[src/rtl/mem_port_arbiter_pkg.sv]
// Shared types and defaults for the IF/DM unified-memory arbiter.
package mem_port_arbiter_pkg;

  localparam int unsigned ADDR_W_DEF  = 32;
  localparam int unsigned DATA_W_DEF  = 32;
  localparam int unsigned TIMEOUT_DEF = 255;
  localparam int unsigned CNT_W       = 8;

  typedef enum logic [1:0] {
    IDLE   = 2'd0,
    GNT_IF = 2'd1,
    GNT_DM = 2'd2,
    RESP   = 2'd3
  } arb_state_e;

  localparam logic OWN_IF = 1'b0;
  localparam logic OWN_DM = 1'b1;

endpackage

[src/rtl/mem_timeout_counter.sv]
// Grant-cycle counter; expire fires in the LIMIT-th cycle of an un-acked grant.
module mem_timeout_counter
  import mem_port_arbiter_pkg::*;
#(
  parameter int unsigned LIMIT = TIMEOUT_DEF
) (
  input  logic clk_i,
  input  logic rst_i,
  input  logic clear_i,
  input  logic enable_i,
  output logic expire_c_o
);

  logic [CNT_W-1:0] count_q;
  logic [CNT_W-1:0] count_d;

  always_comb begin
    count_d = count_q;
    if (clear_i) begin
      count_d = '0;
    end else if (enable_i) begin
      count_d = count_q + CNT_W'(1);
    end
  end

  always_ff @(posedge clk_i or negedge rst_i) begin
    if (!rst_i) begin
      count_q <= '0;
    end else begin
      count_q <= count_d;
    end
  end

  assign expire_c_o = enable_i & (count_q == CNT_W'(LIMIT - 1));

endmodule

[src/rtl/mem_port_arbiter.sv]
// Arbitrates instruction-fetch and data-memory ports onto one single-port,
// variable-latency memory; DM has fixed priority, stalls are combinational.
module mem_port_arbiter
  import mem_port_arbiter_pkg::*;
#(
  parameter int unsigned ADDR_W  = ADDR_W_DEF,
  parameter int unsigned DATA_W  = DATA_W_DEF,
  parameter int unsigned TIMEOUT = TIMEOUT_DEF
) (
  input  logic              clk_i,
  input  logic              rst_i,
  input  logic              if_req_i,
  input  logic [ADDR_W-1:0] if_addr_i,
  input  logic              if_flush_i,
  output logic [DATA_W-1:0] if_rdata_o,
  output logic              if_valid_o,
  output logic              if_stall_o,
  input  logic              dm_req_i,
  input  logic              dm_we_i,
  input  logic [ADDR_W-1:0] dm_addr_i,
  input  logic [DATA_W-1:0] dm_wdata_i,
  output logic [DATA_W-1:0] dm_rdata_o,
  output logic              dm_valid_o,
  output logic              dm_stall_o,
  output logic              mem_req_o,
  output logic              mem_we_o,
  output logic [ADDR_W-1:0] mem_addr_o,
  output logic [DATA_W-1:0] mem_wdata_o,
  input  logic              mem_ack_i,
  input  logic [DATA_W-1:0] mem_rdata_i,
  output logic              err_o
);

  arb_state_e        state_q;
  logic              owner_q;
  logic              discard_q;
  logic              mem_req_q;
  logic              mem_we_q;
  logic [ADDR_W-1:0] mem_addr_q;
  logic [DATA_W-1:0] mem_wdata_q;
  logic [DATA_W-1:0] if_rdata_q;
  logic [DATA_W-1:0] dm_rdata_q;
  logic              if_valid_q;
  logic              dm_valid_q;
  logic              err_q;

  logic gnt_dm_c;
  logic gnt_if_c;
  logic in_gnt_c;
  logic discard_c;
  logic expire_c;

  // RESP hands the memory straight to the other port; the owner is never re-granted.
  always_comb begin
    gnt_dm_c  = dm_req_i & ((state_q == IDLE) | ((state_q == RESP) & (owner_q == OWN_IF)));
    gnt_if_c  = if_req_i & (((state_q == IDLE) & ~dm_req_i) |
                            ((state_q == RESP) & (owner_q == OWN_DM)));
    in_gnt_c  = (state_q == GNT_IF) | (state_q == GNT_DM);
    discard_c = discard_q | ((state_q == GNT_IF) & if_flush_i);
  end

  mem_timeout_counter #(
    .LIMIT (TIMEOUT)
  ) u_timeout (
    .clk_i      (clk_i),
    .rst_i      (rst_i),
    .clear_i    (gnt_dm_c | gnt_if_c),
    .enable_i   (in_gnt_c),
    .expire_c_o (expire_c)
  );

  always_ff @(posedge clk_i or negedge rst_i) begin
    if (!rst_i) begin
      state_q     <= IDLE;
      owner_q     <= OWN_IF;
      discard_q   <= 1'b0;
      mem_req_q   <= 1'b0;
      mem_we_q    <= 1'b0;
      mem_addr_q  <= '0;
      mem_wdata_q <= '0;
      if_rdata_q  <= '0;
      dm_rdata_q  <= '0;
      if_valid_q  <= 1'b0;
      dm_valid_q  <= 1'b0;
      err_q       <= 1'b0;
    end else begin
      if_valid_q <= 1'b0;
      dm_valid_q <= 1'b0;
      case (state_q)
        IDLE, RESP: begin
          discard_q <= 1'b0;
          state_q   <= IDLE;
          if (gnt_dm_c) begin
            state_q     <= GNT_DM;
            owner_q     <= OWN_DM;
            mem_req_q   <= 1'b1;
            mem_we_q    <= dm_we_i;
            mem_addr_q  <= dm_addr_i;
            mem_wdata_q <= dm_wdata_i;
          end else if (gnt_if_c) begin
            state_q     <= GNT_IF;
            owner_q     <= OWN_IF;
            mem_req_q   <= 1'b1;
            mem_we_q    <= 1'b0;
            mem_addr_q  <= if_addr_i;
            mem_wdata_q <= '0;
            discard_q   <= if_flush_i;
          end
        end
        GNT_IF, GNT_DM: begin
          discard_q <= discard_c;
          // A timeout completes the access with zero data so the pipeline drains.
          if (mem_ack_i || expire_c) begin
            state_q   <= RESP;
            mem_req_q <= 1'b0;
            if (!mem_ack_i) begin
              err_q <= 1'b1;
            end
            if (owner_q == OWN_DM) begin
              dm_valid_q <= 1'b1;
              if (!mem_ack_i) begin
                dm_rdata_q <= '0;
              end else if (!mem_we_q) begin
                dm_rdata_q <= mem_rdata_i;
              end
            end else if (!discard_c) begin
              if_valid_q <= 1'b1;
              if_rdata_q <= mem_ack_i ? mem_rdata_i : '0;
            end
          end
        end
        default: state_q <= IDLE;
      endcase
    end
  end

  assign if_stall_o  = if_req_i & ~if_valid_q;
  assign dm_stall_o  = dm_req_i & ~dm_valid_q;
  assign if_rdata_o  = if_rdata_q;
  assign if_valid_o  = if_valid_q;
  assign dm_rdata_o  = dm_rdata_q;
  assign dm_valid_o  = dm_valid_q;
  assign mem_req_o   = mem_req_q;
  assign mem_we_o    = mem_we_q;
  assign mem_addr_o  = mem_addr_q;
  assign mem_wdata_o = mem_wdata_q;
  assign err_o       = err_q;

endmodule

[config.mk]
export PLATFORM = sky130hd
export DESIGN_NAME = mem_port_arbiter
export DESIGN_NICKNAME = d
export VERILOG_FILES = /design/src/rtl/mem_port_arbiter_pkg.sv /design/src/rtl/mem_timeout_counter.sv /design/src/rtl/mem_port_arbiter.sv
export SDC_FILE = /design/constraint.sdc
export NUM_CORES = 1
export LEC_CHECK = 0
export CORE_ASPECT_RATIO = 0.75
export CORE_MARGIN = 3
export CORE_UTILIZATION = 38
export CTS_CLUSTER_SIZE = 28
export DETAILED_ROUTE_END_ITERATION = 6
export GPL_ROUTABILITY_DRIVEN = 0
export PLACE_DENSITY = 0.77
export SYNTH_ARGS = -nofsm -noshare
export SYNTH_HDL_FRONTEND = slang
export SYNTH_HIERARCHICAL = 1
export SYNTH_SLANG_ARGS = --single-unit
[constraint.sdc]
create_clock -name clk_i -period 2.3 [get_ports clk_i]
set_clock_uncertainty 0.2 [all_clocks]
set_input_delay 0.345 -clock clk_i [delete_from_list [all_inputs] [get_ports clk_i]]
set_output_delay 0.345 -clock clk_i [all_outputs]
set_load 0.01 [all_outputs]
# == Word-level counts from Yosys, hierarchy flattened ==
# Cells that the tools add are included.
# Widths: inputs -> output; s select.
# classes
bitwise_logic,20
n_reduce_logical,11
n_eq_ne,7
mux,30
addsub,1
# ops
cell,count
$mux 32,7
$mux 1,16
$mux 8,2
$and 1x1->1,9
$add 8x1->8 const B,1
$eq 8x8->1 const B,1
$reduce_and 4->1,2
$not 1->1,6
$or 1x1->1,5
$eq 2x2->1 const B,2
$mux 2,2
$ne 2x2->1 const B,2
$pmux 1 s2,2
$pmux 2 s2,1
$reduce_and 2->1,2
$reduce_bool 2->1,2
$reduce_or 2->1,2
$ne 3x3->1 const B,1
$reduce_and 3->1,1
$eq 2x1->1 const B,1
$logic_not 2->1,1
$logic_or 1x1->1,1
# totals
reg_bits,145
in_bits,135
wordCells,82

# == Depth between registers and ports, before layout ==
# Gate-level depths: netlist of run 1.
# logic_depth
ltp_word,7
mapped_depth,11

# == Hierarchy ==
# The synthesis of run 1 kept the hierarchy.
# modules_own_cells
mod,cells_per_inst,n_inst,area_per_inst_um2
mem_port_arbiter,468,1,5485.3
mem_timeout_counter,41,1,411.6

# == Least setup slack after synthesis of run 1 ==
# Ideal clock, no wire load.
# synth_path
kind,register to register
from,register state_q[0]
to,register if_rdata_q[0] (netlist: if_rdata_o[0])
required_ns,1.978
n_path_buf,3
stages_incl_launch_ff,12
t_arrival_ns,2.054
setup_time_ns,0.122
setup_slack_ns,-0.076
synth_period_minus_slack_ns,2.376
cell_sequence,dfrtp_1 inv_1 ha_1 buf_4 nand4_1 nor2_1 nor2_1 or4b_4 buf_6 buf_6 nand2_1 o21ai_1
# synth_between
elab_chain_cells,5
word_cells_on_any_way,10
cone_classes,2 x eq/ne; 5 x bitwise; 3 x reduce/logical
# synth_lines
element,line_no,rtl
from (decl),mem_port_arbiter.sv:34,arb_state_e state_q;
from (signal assigned),mem_port_arbiter.sv:74,state_q <= IDLE;
from (signal assigned),mem_port_arbiter.sv:92,state_q <= IDLE;
from (signal assigned),mem_port_arbiter.sv:94,state_q <= GNT_DM;
$eq 2x1->1 / $eq 2x2->1 (equally long branches),mem_port_arbiter.sv:58,in_gnt_c = (state_q == GNT_IF) | (state_q == GNT_DM);
$or 1x1->1 (*),mem_port_arbiter.sv:58,
net in_gnt_c,mem_port_arbiter.sv:49,logic in_gnt_c;
$and 1x1->1 (*),mem_timeout_counter.sv:34,assign expire_c_o = enable_i & (count_q == CNT_W'(LIMIT - 1));
net expire_c,mem_port_arbiter.sv:51,logic expire_c;
$logic_or 1x1->1 (*),mem_port_arbiter.sv:113,if (mem_ack_i || expire_c) begin
$reduce_and 4->1 (no line) (*),-,
to (signal assigned),mem_port_arbiter.sv:128,if_rdata_q <= mem_ack_i ? mem_rdata_i : '0;
to (decl),mem_port_arbiter.sv:41,logic [DATA_W-1:0] if_rdata_q;
# The timed path passes the listed nets; every way through them passes the cells marked *.
# A chain may end at the register's enable or synchronous reset.

# == Final worst setup path of run 1 ==
# layout_path
from,register state_q[1]
to,register if_rdata_q[16] (netlist: if_rdata_o[16])
# Same word-level chain as after synthesis.

==> report_table.html, run 1 <==
<table>
<tr><th>Metric</th><th>Value</th></tr>
<tr><th colspan="2">Synth</th></tr>
<tr><td>Proportion of synthesized chip area in sequential cells</td><td>between 60% and 70%</td></tr>
<tr><td>Cell taking the most area after synthesis</td><td>sky130_fd_sc_hd__dfrtp_1</td></tr>
<tr><td>Async SR Flop Fraction</td><td>100.0%</td></tr>
<tr><td>Post-synth cell types</td><td>35</td></tr>
<tr><td>Post-synth EDFFs</td><td>0</td></tr>
<tr><td>Synthesized area</td><td>approximately 0.0059 mm2</td></tr>
<tr><td>Seq cells post-synth</td><td>between 100 and 150</td></tr>
<tr><td>Biggest area contributors in the synthesized netlist</td><td>sky130_fd_sc_hd__dfrtp_1 (62%), sky130_fd_sc_hd__nand2_1 (6.6%), sky130_fd_sc_hd__o221a_2 (6.1%)</td></tr>
<tr><td>Synthesized area per cell</td><td>around 12 um2</td></tr>
<tr><td>Most numerous cell in the Yosys netlist</td><td>sky130_fd_sc_hd__dfrtp_1</td></tr>
<tr><td>Most frequent cells after synthesis</td><td>sky130_fd_sc_hd__dfrtp_1 (145), sky130_fd_sc_hd__nand2_1 (104), sky130_fd_sc_hd__o21ai_0 (38), sky130_fd_sc_hd__a22o_1 (34), sky130_fd_sc_hd__o221a_2 (32)</td></tr>
<tr><td>Gate count after technology mapping</td><td>~510</td></tr>
<tr><td>Dominant synthesized flop cell</td><td>sky130_fd_sc_hd__dfrtp_1</td></tr>
<tr><td>Total nets after synthesis</td><td>about 650</td></tr>
<tr><td>Warning count from the yosys run</td><td>6</td></tr>
<tr><td>Top-area cell type share of the netlist area</td><td>61.53%</td></tr>
<tr><th colspan="2">Die</th></tr>
<tr><td>Total number of placement rows</td><td>38</td></tr>
<tr><td>Vertical die dimension</td><td>around 110 um</td></tr>
<tr><td>Total die area</td><td>between 0.015 and 0.02 mm2</td></tr>
<tr><td>Core region area</td><td>between 0.01 and 0.015 mm2</td></tr>
<tr><td>Effective utilization at floorplan</td><td>approximately two fifths</td></tr>
<tr><td>Count of pins on the block boundary</td><td>270</td></tr>
<tr><td>Die X</td><td>149.8 um</td></tr>
<tr><th colspan="2">Placed design</th></tr>
<tr><td>Post-DP HPWL</td><td>between 10,000 and 15,000 um</td></tr>
<tr><td>Count of input and output buffers</td><td>269</td></tr>
<tr><td>Post-detailed-placement cell area</td><td>around 0.0089 mm2</td></tr>
<tr><th colspan="2">Clock network</th></tr>
<tr><td>Clk pin slew, worst setup/hold paths</td><td>~0.06 ns</td></tr>
<tr><td>Deepest clock path buffer count</td><td>2</td></tr>
<tr><td>Clock H-tree levels</td><td>4</td></tr>
<tr><td>Buffer cell driving the clock tree root</td><td>sky130_fd_sc_hd__clkbuf_16</td></tr>
<tr><td>Cts bufs inserted</td><td>17</td></tr>
<tr><td>Clock latency on the worst-skew pair</td><td>roughly 0.41 ns</td></tr>
<tr><td>TritonCTS clock tree</td><td>done</td></tr>
<tr><td>CTS sink count</td><td>between 100 and 150</td></tr>
<tr><th colspan="2">Route</th></tr>
<tr><td>Drt total wl</td><td>19,080 um</td></tr>
<tr><td>Starting DRT DRC Count</td><td>roughly 320</td></tr>
<tr><td>Number of remaining DRC errors</td><td>0</td></tr>
<tr><td>Routed wirelength normalized by instance count</td><td>18.89 um</td></tr>
<tr><td>Via-to-Cell Ratio</td><td>just over 5</td></tr>
<tr><td>Via count</td><td>approximately 5,200</td></tr>
<tr><td>Antenna Nets Post-Route</td><td>0</td></tr>
<tr><td>Total iterations of the first detailed-routing run</td><td>4</td></tr>
<tr><th colspan="2">STA</th></tr>
<tr><td>Final period demand of the worst path</td><td>between 2 and 2.5 ns</td></tr>
<tr><td>Final Setup Violations</td><td>2</td></tr>
<tr><td>Final critical-path share of the clock period</td><td>100.3%</td></tr>
<tr><td>Worst-case setup margin in the final layout</td><td>-0.006281 ns</td></tr>
<tr><td>Transition at the pin with the smallest max-transition slack</td><td>approximately 0.71 ns</td></tr>
<tr><td>Setup repair after global routing missed its margin</td><td>yes</td></tr>
<tr><td>Count of final hold-check violations</td><td>0</td></tr>
<tr><td>Count of final max-slew check failures</td><td>0</td></tr>
<tr><td>Max-slew headroom at the worst pin</td><td>52.44%</td></tr>
<tr><td>Summed negative setup slack over all endpoints</td><td>-0.006938 ns</td></tr>
<tr><td>Upper clock frequency limit</td><td>around 430 MHz</td></tr>
<tr><th colspan="2">Critical path</th></tr>
<tr><td>Cell Chain, Critical Path</td><td>inv_2 -&gt; ha_4 -&gt; nand4_1 -&gt; nor2_2 -&gt; nor2_2 -&gt; or4b_4 -&gt; clkbuf_16 -&gt; nand2_1 -&gt; o21ai_2</td></tr>
<tr><td>CP delay by family, top</td><td>simple AND/OR/NAND/NOR gates</td></tr>
<tr><td>Crit end category</td><td>register</td></tr>
<tr><td>Dominant cell type by count on the critical path</td><td>sky130_fd_sc_hd__nor2_2</td></tr>
<tr><td>WP buf/inv</td><td>2</td></tr>
<tr><td>CP peak stage delay</td><td>0.60 ns</td></tr>
<tr><td>CP required</td><td>between 2 and 2.5 ns</td></tr>
<tr><td>Master of the slowest instance on the critical path</td><td>sky130_fd_sc_hd__or4b_4</td></tr>
<tr><td>Category of the critical setup timing path</td><td>reg2reg</td></tr>
<tr><td>Crit start category</td><td>register</td></tr>
<tr><td>Crit Path Max Fanout</td><td>11</td></tr>
<tr><td>Critical path arrival</td><td>roughly 2.4 ns</td></tr>
<tr><th colspan="2">Outcome</th></tr>
<tr><td>Failing checks</td><td>negative setup slack</td></tr>
<tr><td>Status</td><td>complete, but fails checks</td></tr>
<tr><th colspan="2">Flow run</th></tr>
<tr><td>Max Cap Violations</td><td>0</td></tr>
<tr><th colspan="2">Cells and area</th></tr>
<tr><td>Area growth syn-to-layout</td><td>68.45%</td></tr>
<tr><td>Antenna diode count</td><td>0</td></tr>
<tr><td>Fraction of final layout cells with drive strength greater than 1</td><td>18.02%</td></tr>
<tr><td>Final net count</td><td>940</td></tr>
<tr><td>Design Area, Final</td><td>approximately 0.0099 mm2</td></tr>
<tr><th colspan="2">Global route</th></tr>
<tr><td>Total routing resource utilization after global routing</td><td>between 20% and 30%</td></tr>
<tr><td>Antenna violations before repair</td><td>0</td></tr>
<tr><td>First-pass GRT wire length</td><td>between 20,000 and 30,000 um</td></tr>
<tr><td>GR Overflow Total</td><td>0</td></tr>
<tr><td>Number of global-route vias before repair</td><td>between 5,000 and 6,000</td></tr>
<tr><td>Maximum number of pins on one net before global-route repair</td><td>between 60 and 70</td></tr>
<tr><th colspan="2">Power and ir drop</th></tr>
<tr><td>Maximum vdd drop</td><td>658.0 uV</td></tr>
<tr><td>Static Leakage</td><td>between 0.004 and 0.005 uW</td></tr>
<tr><td>Pwr/cell area</td><td>between 1000 and 1500 mW/mm2</td></tr>
<tr><th colspan="2">Hold path</th></tr>
<tr><td>Hold WC Path Type</td><td>in2async</td></tr>
</table>
-- timing repair --
item                                    CTS  global route
pin swaps                                 0            12
buffers inserted                          0             3
cloned                                    0            12
hold buffers                              1             0
hold endpoints to repair                 45             0
endpoints found under the setup margin   33           101
gates resized for setup                   1            56
-- worst register-to-register path, delay by kind of cell, from the launching register on --
kind / cells / cell delay [ns]
simple gates: 5 / 1.03
buf+inv: 2 / 0.29
flops: 1 / 0.38
compound gates: 1 / 0.05
fa+ha+maj: 1 / 0.26
-- final timing paths --
check	start	to	slack (ns)	depth (start not counted)
setup / recovery	state_q[1]	if_rdata_o[16]	-0.006	9
hold / removal	rst_i	mem_wdata_o[31]	0.22	2
setup reg to reg	state_q[1]	if_rdata_o[16]	-0.006	9
hold reg to reg	dm_rdata_o[9]	dm_rdata_o[9]	0.28	2
max in group asynchronous	rst_i	if_rdata_o[9]	1.04	3
min in group clk_i	dm_rdata_o[9]	dm_rdata_o[9]	0.28	2
-- power breakdown --
group | internal, uW | switching, uW
sequential | 3530 | 608
clock | 1970 | 1040
combinational | 3320 | 2710
total | 8820 | 4350
-- registers in the layout, indices dropped and copies added, names as in the netlist --
| register | cells |
|---|---|
| if_rdata_o | 32 |
| mem_addr_o | 32 |
| mem_we_o | 1 |
| err_o | 1 |
| if_valid_o | 1 |
| dm_rdata_o | 32 |
| u_timeout/count_q | 8 |
| mem_wdata_o | 32 |
| dm_valid_o | 1 |
| mem_req_o | 1 |
| state_q | 2 |
| discard_q | 1 |
| owner_q | 1 |
-- final cells by class --
type                            count  area [um2]
Fill cell                        1108        4901
Timing Repair Buffer              307        3211
Sequential cell                   145        3628
Inverter                            5       18.77
Multi-Input combinational cell    324        2188
Clock inverter                      9       180.2
Tap cell                          200       250.2
Clock buffer                       20       456.7
-- cells by family (layout without fill, tap and decap cells) --
family	count (synthesis)	count (layout)	share of synthesized area (%)
buffers and inverters	41	341	3.862
adders and majority gates	5	5	1.061
DFF	145	145	61.53
and+or+nand+nor	166	167	13.39
xor gates and xnor gates	4	4	0.5942
AOI/OAI and AO/OA	148	148	19.56
-- metrics by stage --
step / util [%] / total power [uW] / cells / hold WS (ns) / setup slack (ns)
CTS: 64.52 / 12700 / 995 / 0.2231 / 0.002535
finish: 66.96 / 13180 / 1010 / 0.2190 / -0.006281
detailed placement: 60.12 / 9627 / 965 / 0.1046 / -0.2128
global placement: 60.12 / 9428 / 965 / 0.09523 / -0.1168
floorplan: - / 6830 / 509 / -0.1506 / -0.02325
global route: 66.96 / 13880 / 1010 / 0.2675 / -0.09211
-- cell usage in the layout, fill, tap and decap left out, types with 4 or more instances in the layout --
master / instances
sky130_fd_sc_hd__or2b_1: 5
sky130_fd_sc_hd__ha_1: 4
sky130_fd_sc_hd__buf_4: 18
sky130_fd_sc_hd__dfrtp_1: 145
sky130_fd_sc_hd__bufinv_16: 5
sky130_fd_sc_hd__nand2_1: 92
sky130_fd_sc_hd__o21ai_0: 12
sky130_fd_sc_hd__buf_6: 6
sky130_fd_sc_hd__a22o_1: 34
sky130_fd_sc_hd__clkdlybuf4s50_1: 268
sky130_fd_sc_hd__o21ai_1: 37
sky130_fd_sc_hd__clkbuf_16: 24
sky130_fd_sc_hd__nand2b_1: 30
sky130_fd_sc_hd__nor2_1: 6
sky130_fd_sc_hd__o221a_2: 32
sky130_fd_sc_hd__nand2_4: 9
sky130_fd_sc_hd__o21ai_2: 22
sky130_fd_sc_hd__buf_12: 7
-- metal layers --
metal	track usage, %	share of wire [%]	wire length (um)	vias up
li1	-	-	-	2388
met1	24.61	42	7937	2518
met2	33.65	49	9266	225
met3	7.585	8.7	1655	22
met4	5.972	1.2	222	0
met5	0	0	0	-
Note: power is estimated with default switching activity, not from simulation.
==> inputs of run 2 (changes only) <==
--- a/config.mk
+++ b/config.mk
@@ -5,13 +5,15 @@
 export SDC_FILE = /design/constraint.sdc
 export NUM_CORES = 1
 export LEC_CHECK = 0
+export CAP_MARGIN = 15
 export CORE_ASPECT_RATIO = 0.75
 export CORE_MARGIN = 3
-export CORE_UTILIZATION = 38
+export CORE_UTILIZATION = 50
 export CTS_CLUSTER_SIZE = 28
 export DETAILED_ROUTE_END_ITERATION = 6
+export DONT_BUFFER_PORTS = 1
 export GPL_ROUTABILITY_DRIVEN = 0
-export PLACE_DENSITY = 0.77
+export PLACE_DENSITY = 0.68
 export SYNTH_ARGS = -nofsm -noshare
 export SYNTH_HDL_FRONTEND = slang
 export SYNTH_HIERARCHICAL = 1
==> report_table.html, run 2 <==
<table>
<tr><th>Metric</th><th>Value</th></tr>
<tr><th colspan="2">Synth</th></tr>
<tr><td>Cell taking the most area after synthesis</td><td>sky130_fd_sc_hd__dfrtp_1</td></tr>
<tr><td>Synthesized area per cell</td><td>11.59 um2 (unchanged)</td></tr>
<tr><td>Proportion of synthesized chip area in sequential cells</td><td>61.53% (unchanged)</td></tr>
<tr><td>Dominant synthesized flop cell</td><td>sky130_fd_sc_hd__dfrtp_1</td></tr>
<tr><td>Synthesized area</td><td>0.005897 mm2 (unchanged)</td></tr>
<tr><td>Post-synth EDFFs</td><td>0 (unchanged)</td></tr>
<tr><td>Total nets after synthesis</td><td>649 (unchanged)</td></tr>
<tr><td>Most frequent cells after synthesis</td><td>sky130_fd_sc_hd__dfrtp_1 (145), sky130_fd_sc_hd__nand2_1 (104), sky130_fd_sc_hd__o21ai_0 (38), sky130_fd_sc_hd__a22o_1 (34), sky130_fd_sc_hd__o221a_2 (32)</td></tr>
<tr><td>Gate count after technology mapping</td><td>509 (unchanged)</td></tr>
<tr><td>Post-synth cell types</td><td>35 (unchanged)</td></tr>
<tr><td>Most numerous cell in the Yosys netlist</td><td>sky130_fd_sc_hd__dfrtp_1</td></tr>
<tr><td>Warning count from the yosys run</td><td>6 (unchanged)</td></tr>
<tr><td>Seq cells post-synth</td><td>145 (unchanged)</td></tr>
<tr><td>Async SR Flop Fraction</td><td>100.0% (unchanged)</td></tr>
<tr><td>Biggest area contributors in the synthesized netlist</td><td>sky130_fd_sc_hd__dfrtp_1 (62%), sky130_fd_sc_hd__nand2_1 (6.6%), sky130_fd_sc_hd__o221a_2 (6.1%)</td></tr>
<tr><td>Top-area cell type share of the netlist area</td><td>61.53% (unchanged)</td></tr>
<tr><th colspan="2">Die</th></tr>
<tr><td>Count of pins on the block boundary</td><td>270 (unchanged)</td></tr>
<tr><td>Total number of placement rows</td><td>33 (-13%)</td></tr>
<tr><td>Vertical die dimension</td><td>100.1 um (-12%)</td></tr>
<tr><td>Die X</td><td>131.4 um (-12%)</td></tr>
<tr><td>Effective utilization at floorplan</td><td>52.51% (+13 points)</td></tr>
<tr><th colspan="2">Placed design</th></tr>
<tr><td>Post-DP HPWL</td><td>9516 um (-25%)</td></tr>
<tr><td>Setup WS pre-CTS</td><td>0.01443 ns (+0.2273 ns)</td></tr>
<tr><td>Count of input and output buffers</td><td>0 (-100%)</td></tr>
<tr><th colspan="2">Clock network</th></tr>
<tr><td>CTS sink count</td><td>145 (unchanged)</td></tr>
<tr><td>Deepest clock path buffer count</td><td>2 (unchanged)</td></tr>
<tr><td>Clock H-tree levels</td><td>4 (unchanged)</td></tr>
<tr><td>Cts repair resizes</td><td>0 (-1)</td></tr>
<tr><td>Cts bufs inserted</td><td>17 (unchanged)</td></tr>
<tr><td>Buffer cell driving the clock tree root</td><td>sky130_fd_sc_hd__clkbuf_16</td></tr>
<tr><td>Post-CTS Hold Buffers</td><td>137 (+136)</td></tr>
<tr><td>Post-CTS Repair Setup Buffers</td><td>0 (unchanged)</td></tr>
<tr><th colspan="2">Outcome</th></tr>
<tr><td>Failing step</td><td>4_1_cts</td></tr>
<tr><td>Status</td><td>did not finish</td></tr>
<tr><td>First error</td><td>[ERROR RSZ-0060] Max buffer count reached.</td></tr>
</table>
-- run 2: per-stage QoR --
stage	hold WS [ns]	util [%]	instances	TNS [ns]	instance area, um2
detailed placement	-0.1473	54.50	648	0	6121
global placement	-0.1472	54.50	648	0	6121
floorplan	-0.1506	-	509	-0.6473	5924
-- run 2: kinds of logic after synthesis --
| family | synth area share (%) |
|---|---|
| AO/OA/AOI/OAI | 19.56 |
| XOR/XNOR | 0.5942 |
| adder cells (fa/ha/maj) | 1.061 |
| buffers and inverters | 3.862 |
| flip-flops | 61.53 |
| AND/OR/NAND/NOR | 13.39 |
==> inputs of run 3 (changes only) <==
--- a/config.mk
+++ b/config.mk
@@ -6,14 +6,12 @@
 export NUM_CORES = 1
 export LEC_CHECK = 0
 export CAP_MARGIN = 15
-export CORE_ASPECT_RATIO = 0.75
 export CORE_MARGIN = 3
-export CORE_UTILIZATION = 50
-export CTS_CLUSTER_SIZE = 28
+export CORE_UTILIZATION = 35
 export DETAILED_ROUTE_END_ITERATION = 6
 export DONT_BUFFER_PORTS = 1
 export GPL_ROUTABILITY_DRIVEN = 0
-export PLACE_DENSITY = 0.68
+export PLACE_DENSITY_LB_ADDON = 0.15
 export SYNTH_ARGS = -nofsm -noshare
 export SYNTH_HDL_FRONTEND = slang
 export SYNTH_HIERARCHICAL = 1
==> constraint.sdc (replaced) <==
create_clock -name clk_i -period 2.99 [get_ports clk_i]
set_clock_uncertainty 0.2 [all_clocks]
set_input_delay 0.4485 -clock clk_i [delete_from_list [all_inputs] [get_ports clk_i]]
set_output_delay 0.4485 -clock clk_i [all_outputs]
set_load 0.01 [all_outputs]
==> report_table.html, run 3 (synthesis gave the netlist of run 1 again) <==
<table>
<tr><th>Metric</th><th>Value</th></tr>
<tr><th colspan="2">Clock network</th></tr>
<tr><td>Cts bufs inserted</td><td>17 (unchanged)</td></tr>
<tr><td>Clock latency on the worst-skew pair</td><td>between 0.4 and 0.5 ns</td></tr>
<tr><td>Post-CTS Repair Setup Buffers</td><td>0 (unchanged)</td></tr>
<tr><td>CTS sink count</td><td>145 (unchanged)</td></tr>
<tr><td>Clock H-tree levels</td><td>4 (unchanged)</td></tr>
<tr><td>Clk pin slew, worst setup/hold paths</td><td>~0.060 ns</td></tr>
<tr><td>Deepest clock path buffer count</td><td>2 (unchanged)</td></tr>
<tr><td>TritonCTS clock tree</td><td>done</td></tr>
<tr><td>Buffer cell driving the clock tree root</td><td>sky130_fd_sc_hd__clkbuf_16</td></tr>
<tr><th colspan="2">Die</th></tr>
<tr><td>Vertical die dimension</td><td>135.8 um (+36%)</td></tr>
<tr><td>Effective utilization at floorplan</td><td>36.46% (-16 points)</td></tr>
<tr><td>Count of pins on the block boundary</td><td>270 (unchanged)</td></tr>
<tr><td>Total number of placement rows</td><td>46 (+39%)</td></tr>
<tr><td>Die X</td><td>135.8 um (+3.3%)</td></tr>
<tr><td>Core region area</td><td>approximately 0.016 mm2</td></tr>
<tr><td>Total die area</td><td>around 0.018 mm2</td></tr>
<tr><th colspan="2">Cells and area</th></tr>
<tr><td>Leading cell types in the layout, fill and taps excluded</td><td>sky130_fd_sc_hd__dfrtp_1 (145), sky130_fd_sc_hd__nand2_1 (104), sky130_fd_sc_hd__dlygate4sd3_1 (81), sky130_fd_sc_hd__o21ai_0 (38), sky130_fd_sc_hd__a22o_1 (34)</td></tr>
<tr><td>Area growth syn-to-layout</td><td>25.99%</td></tr>
<tr><td>Fraction of final layout cells with drive strength greater than 1</td><td>between 10% and 20%</td></tr>
<tr><td>Most frequent standard cell in the layout excluding fill and tap cells</td><td>sky130_fd_sc_hd__dfrtp_1</td></tr>
<tr><td>Antenna diode count</td><td>0</td></tr>
<tr><td>Final net count</td><td>722</td></tr>
<tr><th colspan="2">STA</th></tr>
<tr><td>Final Setup Violations</td><td>0</td></tr>
<tr><td>Max-slew headroom at the worst pin</td><td>50.42%</td></tr>
<tr><td>Count of final hold-check violations</td><td>approximately 150</td></tr>
<tr><td>Final period demand of the worst path</td><td>2.569 ns</td></tr>
<tr><td>Setup repair after global routing missed its margin</td><td>no</td></tr>
<tr><td>Worst hold margin</td><td>-0.4679 ns</td></tr>
<tr><td>Final critical-path share of the clock period</td><td>a little under nine tenths</td></tr>
<tr><td>Upper clock frequency limit</td><td>between 300 and 400 MHz</td></tr>
<tr><td>Count of final max-slew check failures</td><td>0</td></tr>
<tr><td>Summed negative setup slack over all endpoints</td><td>0 ns</td></tr>
<tr><td>Transition at the pin with the smallest max-transition slack</td><td>~0.74 ns</td></tr>
<tr><th colspan="2">Outcome</th></tr>
<tr><td>Failing checks</td><td>negative hold slack</td></tr>
<tr><td>Status</td><td>complete, but fails checks</td></tr>
<tr><th colspan="2">Power and ir drop</th></tr>
<tr><td>Pwr/cell area</td><td>between 1000 and 1500 mW/mm2</td></tr>
<tr><td>Internal cell power</td><td>slightly below 5000 uW</td></tr>
<tr><td>Maximum vdd drop</td><td>around 560 uV</td></tr>
<tr><td>Part of the power in registers</td><td>approximately 47%</td></tr>
<tr><td>Part of the power in combinational logic</td><td>between 20% and 30%</td></tr>
<tr><td>Power dissipated by switching net loads</td><td>around 2800 uW</td></tr>
<tr><td>Switching portion of total power</td><td>about 36%</td></tr>
<tr><td>PnR Total Power</td><td>7810 uW</td></tr>
<tr><td>Static Leakage</td><td>~0.0032 uW</td></tr>
<tr><td>Clock Power Share</td><td>between 20% and 30%</td></tr>
<tr><th colspan="2">Global route</th></tr>
<tr><td>Antenna violations before repair</td><td>0</td></tr>
<tr><td>GR Overflow Total</td><td>0</td></tr>
<tr><td>First-pass GRT wire length</td><td>roughly 24,000 um</td></tr>
<tr><td>Number of global-route vias before repair</td><td>4,319</td></tr>
<tr><td>Total routing resource utilization after global routing</td><td>16.69%</td></tr>
<tr><td>Maximum number of pins on one net before global-route repair</td><td>about 150</td></tr>
<tr><th colspan="2">Critical path</th></tr>
<tr><td>Crit Path Max Fanout</td><td>24</td></tr>
<tr><td>Category of the critical setup timing path</td><td>reg2reg</td></tr>
<tr><td>Crit end category</td><td>register</td></tr>
<tr><td>CP delay by family, top</td><td>simple AND/OR/NAND/NOR gates</td></tr>
<tr><td>CP required</td><td>3.06 ns</td></tr>
<tr><td>WP buf/inv</td><td>2</td></tr>
<tr><td>Master of the slowest instance on the critical path</td><td>sky130_fd_sc_hd__nand4_2</td></tr>
<tr><td>Cell Chain, Critical Path</td><td>inv_1 -&gt; ha_1 -&gt; nand4_1 -&gt; nor2_1 -&gt; or2_2 -&gt; nand4_2 -&gt; buf_4 -&gt; nand2_1 -&gt; o21ai_0</td></tr>
<tr><td>CP peak stage delay</td><td>roughly 0.46 ns</td></tr>
<tr><td>Crit start category</td><td>register</td></tr>
<tr><td>Critical path arrival</td><td>2.64 ns</td></tr>
<tr><th colspan="2">Route</th></tr>
<tr><td>Antenna Nets Post-Route</td><td>0</td></tr>
<tr><td>Met2 routed WL</td><td>~7700 um</td></tr>
<tr><td>Via count</td><td>between 4,000 and 5,000</td></tr>
<tr><td>Met3 WL</td><td>~1500 um</td></tr>
<tr><td>Total iterations of the first detailed-routing run</td><td>5</td></tr>
<tr><td>Routed wirelength normalized by instance count</td><td>roughly 19 um</td></tr>
<tr><td>Number of remaining DRC errors</td><td>0</td></tr>
<tr><td>Wire length on met1</td><td>between 5000 and 6000 um</td></tr>
<tr><td>Starting DRT DRC Count</td><td>between 200 and 300</td></tr>
<tr><td>Via-to-Cell Ratio</td><td>between 5 and 6</td></tr>
<tr><td>Highest metal layer used by the detailed router</td><td>met4</td></tr>
<tr><td>Drt total wl</td><td>15,300 um</td></tr>
<tr><th colspan="2">Placed design</th></tr>
<tr><td>Count of input and output buffers</td><td>0 (unchanged)</td></tr>
<tr><td>Post-DP HPWL</td><td>10,430 um (+9.6%)</td></tr>
<tr><th colspan="2">Hold path</th></tr>
<tr><td>Hold WC Path Type</td><td>in2async</td></tr>
<tr><th colspan="2">Flow run</th></tr>
<tr><td>Max Cap Violations</td><td>0</td></tr>
</table>
-- run 3: path summary, 6_finish.rpt --
path / startpoint / endpoint / slack, ns / cells after the start
max: state_q[0] / dm_rdata_o[31] / 0.42 / 9
min: rst_i / if_rdata_o[12] / -0.47 / 0
max reg2reg: state_q[0] / dm_rdata_o[31] / 0.42 / 9
min reg2reg: dm_rdata_o[5] / dm_rdata_o[5] / 0.35 / 2
max in group asynchronous: rst_i / u_timeout/count_q[7] / 2.78 / 0
min in group clk_i: mem_rdata_i[10] / if_rdata_o[10] / 0.01 / 2
-- run 3: per-layer routing --
layer	vias to the layer above	GRT usage, %
met1	2018	19.45
met2	198	28.07
li1	1941	-
met3	20	6.575
met5	-	0
met4	0	5.823
-- run 3: repair_timing --
item	4_1_cts	5_1_grt
hold endpoints to repair	204	146
resized for setup	0	0
hold buffers	80	1
-- run 3: per-stage QoR --
step           setup WS [ns]  hold slack [ns]  cell area [um2]  cells  util, %
2_1_floorplan         0.6143         -0.04709             5897    509        -
3_3_place_gp          0.4964         -0.04388             6025    697    37.25
3_5_place_dp          0.3992         -0.04344             6025    697    37.25
4_1_cts               0.3879          -0.4924             7392    809    45.71
5_1_grt               0.1585          -0.4942             7430    811    45.94
6_report              0.4208          -0.4679             7430    811    45.94
-- run 3: area by class of cell --
| cell class | count | area [um2] |
|---|---|---|
| Tap cell | 216 | 270.3 |
| Sequential cell | 145 | 3628 |
| Fill cell | 1484 | 8743 |
| Inverter | 5 | 18.77 |
| Clock buffer | 24 | 461.7 |
| Timing Repair Buffer | 90 | 898.4 |
| Multi-Input combinational cell | 323 | 2047 |
| Clock inverter | 8 | 105.1 |
-- run 3: power by group through the flow --
stage	clock [uW]	combinational, uW	sequential [uW]
finish	2040	2110	3650
global route	2190	2400	3750
CTS	2100	2090	3680
detailed placement	0	2020	3690
global placement	0	1930	3700
floorplan	0	1760	3450
